==> src/rtl/rom.sv <==
// rom: 32-entry x 32-bit CORDIC arctangent constant table.
//   entry[i] = round(atan(2^-i) * 2^31), unsigned Q0.31 radians.
//   The output is registered, so data is valid one clock after address.
// Ports:
//   clk     - rising-edge clock
//   reset   - asynchronous active-high reset; clears data to zero
//   address - CORDIC iteration index i, 0..31
//   data    - atan(2^-i) for the address sampled at the previous edge
module rom (
  input  logic        clk,
  input  logic        reset,
  input  logic [4:0]  address,
  output logic [31:0] data
);

  logic [31:0] data_d;
  logic [31:0] data_q;

  // From i = 11 up, atan(2^-i) rounds to exactly 2^-i, so each entry is a single set bit.
  always_comb begin
    data_d = '0;
    unique case (address)
      5'd0:  data_d = 32'h6487_ED51;
      5'd1:  data_d = 32'h3B58_CE0B;
      5'd2:  data_d = 32'h1F5B_75F9;
      5'd3:  data_d = 32'h0FEA_DD4F;
      5'd4:  data_d = 32'h07FD_56EE;
      5'd5:  data_d = 32'h03FF_AAB7;
      5'd6:  data_d = 32'h01FF_F555;
      5'd7:  data_d = 32'h00FF_FEAB;
      5'd8:  data_d = 32'h007F_FFD5;
      5'd9:  data_d = 32'h003F_FFFB;
      5'd10: data_d = 32'h001F_FFFF;
      5'd11: data_d = 32'h0010_0000;
      5'd12: data_d = 32'h0008_0000;
      5'd13: data_d = 32'h0004_0000;
      5'd14: data_d = 32'h0002_0000;
      5'd15: data_d = 32'h0001_0000;
      5'd16: data_d = 32'h0000_8000;
      5'd17: data_d = 32'h0000_4000;
      5'd18: data_d = 32'h0000_2000;
      5'd19: data_d = 32'h0000_1000;
      5'd20: data_d = 32'h0000_0800;
      5'd21: data_d = 32'h0000_0400;
      5'd22: data_d = 32'h0000_0200;
      5'd23: data_d = 32'h0000_0100;
      5'd24: data_d = 32'h0000_0080;
      5'd25: data_d = 32'h0000_0040;
      5'd26: data_d = 32'h0000_0020;
      5'd27: data_d = 32'h0000_0010;
      5'd28: data_d = 32'h0000_0008;
      5'd29: data_d = 32'h0000_0004;
      5'd30: data_d = 32'h0000_0002;
      5'd31: data_d = 32'h0000_0001;
      default: data_d = '0;
    endcase
  end

  always_ff @(posedge clk or posedge reset) begin
    if (reset) data_q <= '0;
    else       data_q <= data_d;
  end

  assign data = data_q;

endmodule

==> config.mk <==
export PLATFORM = sky130hd
export DESIGN_NAME = rom
export DESIGN_NICKNAME = d
export VERILOG_FILES = /design/src/rtl/rom.sv
export SDC_FILE = /design/constraint.sdc
export NUM_CORES = 1
export LEC_CHECK = 0
export ABC_AREA = 0
export BUFFER_PORTS_ARGS = -buffer_cell sky130_fd_sc_hd__buf_2
export CAP_MARGIN = 0
export CORE_MARGIN = 10
export CORE_UTILIZATION = 56
export DETAILED_ROUTE_END_ITERATION = 10
export PLACE_DENSITY_LB_ADDON = 0.3
export REMOVE_ABC_BUFFERS = 1
export SLEW_MARGIN = 10
export SYNTH_ARGS = -nofsm -noshare
export SYNTH_HDL_FRONTEND = slang
export SYNTH_SLANG_ARGS = --single-unit
==> constraint.sdc <==
create_clock -name clk -period 2 [get_ports clk]
set_clock_uncertainty 0.15 [all_clocks]
set_input_delay 0.3 -clock clk [delete_from_list [all_inputs] [get_ports clk]]
set_output_delay 0.3 -clock clk [all_outputs]
set_load 0.03 [all_outputs]
* Yosys cells after proc, flatten, opt, wreduce, memory -nomap -nowiden *
Memories as Yosys holds them, arrays and structs flattened. A register that Yosys moved wholly into a read port is not among the register bits.
Cells that the tools add are included.

storage, ports and cells
  input port bits = 7
  word-level logic and storage cells = 2
  memories = 1
  bits in registers = 32
  output and inout bits = 32
  ROM bits = 992

memories
  name             words  bits a word  rd ports  clocked after Yosys merged registers in  wr ports  line  text
  (no name shown)  32     31           1         1                                        0         22    unique case (address)

* Depth between registers and ports, before layout *
  depth after elaboration = 0
  gate-level depth with buffers = 6
  gate-level depth less buffers = 5

* Worst setup path before layout *
OpenSTA, ideal clock, no wires.

  path kind = input port to flip-flop
  start = in address[0]
  end = reg data_q[8], in the netlist data[8]
  path slack = 514 ps
  arrival time = 1,254 ps
  setup time = 83 ps
  cell stages on the path = 4
  path buffers = 0
  required time = 1,767 ps
  path through = ha_1 > or4b_4 > o21a_1 > o21ai_0

RTL lines
  item                line  text
  start: declaration  12    input logic [4:0] address,
  end: declaration    17    logic [31:0] data_q;

==> out/qor.yml <==
timing:
  worstMarginPinSlew_ns: 0.617
  setup_viol: 0
  rsz0062_at_grt: "no"
  max_slew_margin: 0.589
  finalHoldViolCount: 0
  setup_slack_ns: 0.472
  clock.fmax_mhz: 655
  tns_ns: 0
  post-route-period-util: 0.764
  finalCriticalPeriod_ns: 1.53
  drv_slew: 0
floorplanning:
  io-pin-count: 39
  fp.dieH_um: 73.4
  die_area_mm2: 0.00539
  initial_core_util: 0.585
  die_x_um: 73.4
  row_count: 19
  core_area_mm2: 0.00273
routing:
  vias: 1292
  drtAntennaViolNets: 0
  routedWlPerCell_um: 16.5
  wl_mm: 3.78
  drt-pass1-iter-count: 4
  drc: 0
  drt_iter0_drc: 79
  vias_per_cell: 5.64
final_layout:
  drive_gt1_frac: 0.273
  fin_nets: 212
  antennaDiodeCount: 0
  fillCellCount: 217
  largest_register_ffs: 31
  area.growth.synth_to_final_pct: 16.4
clock_tree:
  clockBufferDepth: 2
  cts.clk_slew.worst_paths_ns: 0.09
  ctsResizeCount: 0
  cts_setup_buffers: 0
  clkSinkCount: 31
  cts_tree: "done"
  cts.root.buffer_cell: "clkbuf_4"
  htree_levels: 2
  numCtsBuffers: 5
worst_setup_path:
  critPathBufInv: 2
  crit_type: "in -> reg"
  crit_fanout: 11
  worst_setup_path_end_kind: "flop"
  critPathRequiredTime_ns: 2.08
  max_stage_delay_ns: 0.40
  cp_cell_sequence: "buf_2, inv_1, ha_1, nor2b_1, nor2_1, a22o_1"
  crit_family: "adder cells"
  arrival_ns: 1.61
  crit_path_start_kind: "input port"
  crit_slowest_cell: "ha_1"
power:
  leakagePower_nw: 0.942
  power_density_mw_per_mm2: 821
  ir_drop_mv: 0.565
logic_synthesis:
  ys_async_sr_fraction: 1.00
  ys_ff_latch: 31
  seq_area_frac_synth: 0.485
  synthTopCellsByArea: "dfrtp_1 (49%), ha_1 (6.3%), a21oi_1 (4.4%)"
  synthFlopType: "dfrtp_1"
  synth.most_common_cell: "dfrtp_1"
  yosysTopAreaCell: "dfrtp_1"
  synthTopCellsByCount: "dfrtp_1 (31), nor2_1 (17), a21oi_1 (14)"
  synth_cell_types: 41
  synth_edf_count: 0
  synth_area_mm2: 0.00160
  syn_inst: 164
  ys_warn_count: 0
  synth_top_area_frac: 0.485
  syn_area_per_cell_um2: 9.75
grt:
  grt_antenna_before_repair: 0
  grt_first_pass_wirelength_mm: 6.21
  grt_pass1_vias: 1198
  gr-total-overflow: 0
  grt.total_usage: 0.149
  grt_max_degree: 40
placed_design:
  place.gp.congestion: 0.917
  hpwl_mm: 2.57
  pre_cts_slack_ns: 0.151
  port-buffer-count: 37
outcome:
  status: "complete, no violations"
min_path:
  hp-class: "in -> reg"
flow_run:
  cap_violations: 0
## logic make-up after synthesis
group | synth area share
other | 0.00235
and+or+nand+nor | 0.146
xor gates and xnor gates | 0.00548
adders and majority gates | 0.0626
muxes | 0.0196
DFF | 0.485
buffers and inverters | 0.0673
AOI/OAI and AO/OA | 0.211
## cell type report
| cell class | instances | area [um2] | area share |
|---|---|---|---|
| timing repair buffer | 41 | 218 | 0.117 |
| inverter | 7 | 26.3 | 0.0141 |
| clock buffer | 6 | 51.3 | 0.0276 |
| clock inverter | 2 | 35.0 | 0.0188 |
| tap | 31 | 38.8 | 0.0208 |
| sequential | 31 | 776 | 0.417 |
| multi-input combinational | 111 | 716 | 0.385 |
## where the power goes
part	internal (mW)	switching [mW]	total, mW
Combinational	0.0993	0.235	0.335
Sequential	0.669	0.0101	0.679
Clock	0.295	0.219	0.514
Total	1.06	0.464	1.53
## per-layer routing
layer,global-route usage,share of wire,vias up
met3,0.0794,0.091,6
met1,0.188,0.44,606
met5,0,0,-
met2,0.211,0.45,43
li1,-,-,637
met4,0.0518,0.016,0
## metrics by stage
step	area (um2)	hold slack, ns	total power, mW	util	std cells
after global routing	1860	0.131	1.61	0.681	229
after global placement	1760	0.233	1.02	0.645	220
after detailed placement	1760	0.246	1.02	0.645	220
final	1860	0.139	1.53	0.681	229
after CTS	1860	0.124	1.54	0.681	229
after floorplan	1520	0.213	0.907	-	149
## final timing paths
check / from / to / slack [ns] / cells past startpoint
max: address[0] / data[3] / 0.47 / 6
min: address[1] / data[29] / 0.14 / 2
min in group asynchronous: reset / data[13] / 0.43 / 4
max in group asynchronous: reset / data[18] / 0.98 / 4
## cell usage in the layout, fill, tap and decap left out, types with 2 or more instances in the layout
master / Yosys / routed
buf_2: 11 / 37
dfrtp_1: 31 / 31
nor2_1: 17 / 17
a21oi_1: 14 / 14
o21ai_0: 8 / 8
nand2_1: 8 / 8
ha_1: 8 / 8
a211oi_1: 7 / 7
inv_1: 6 / 6
nor3_1: 5 / 5
a22o_1: 5 / 5
clkbuf_4: 0 / 5
nor2b_1: 4 / 4
o31ai_1: 4 / 4
nand2b_1: 4 / 4
o22ai_1: 3 / 3
buf_4: 1 / 3
or2_2: 2 / 2
nor3b_1: 2 / 2
mux2i_1: 2 / 2
## repair_timing
action / CTS / global route
setup endpoints to repair: 0 / 0
hold endpoints to repair: 31 / 0
hold buffers: 1 / 0
No activity file was read; power rests on OpenSTA's default activity.
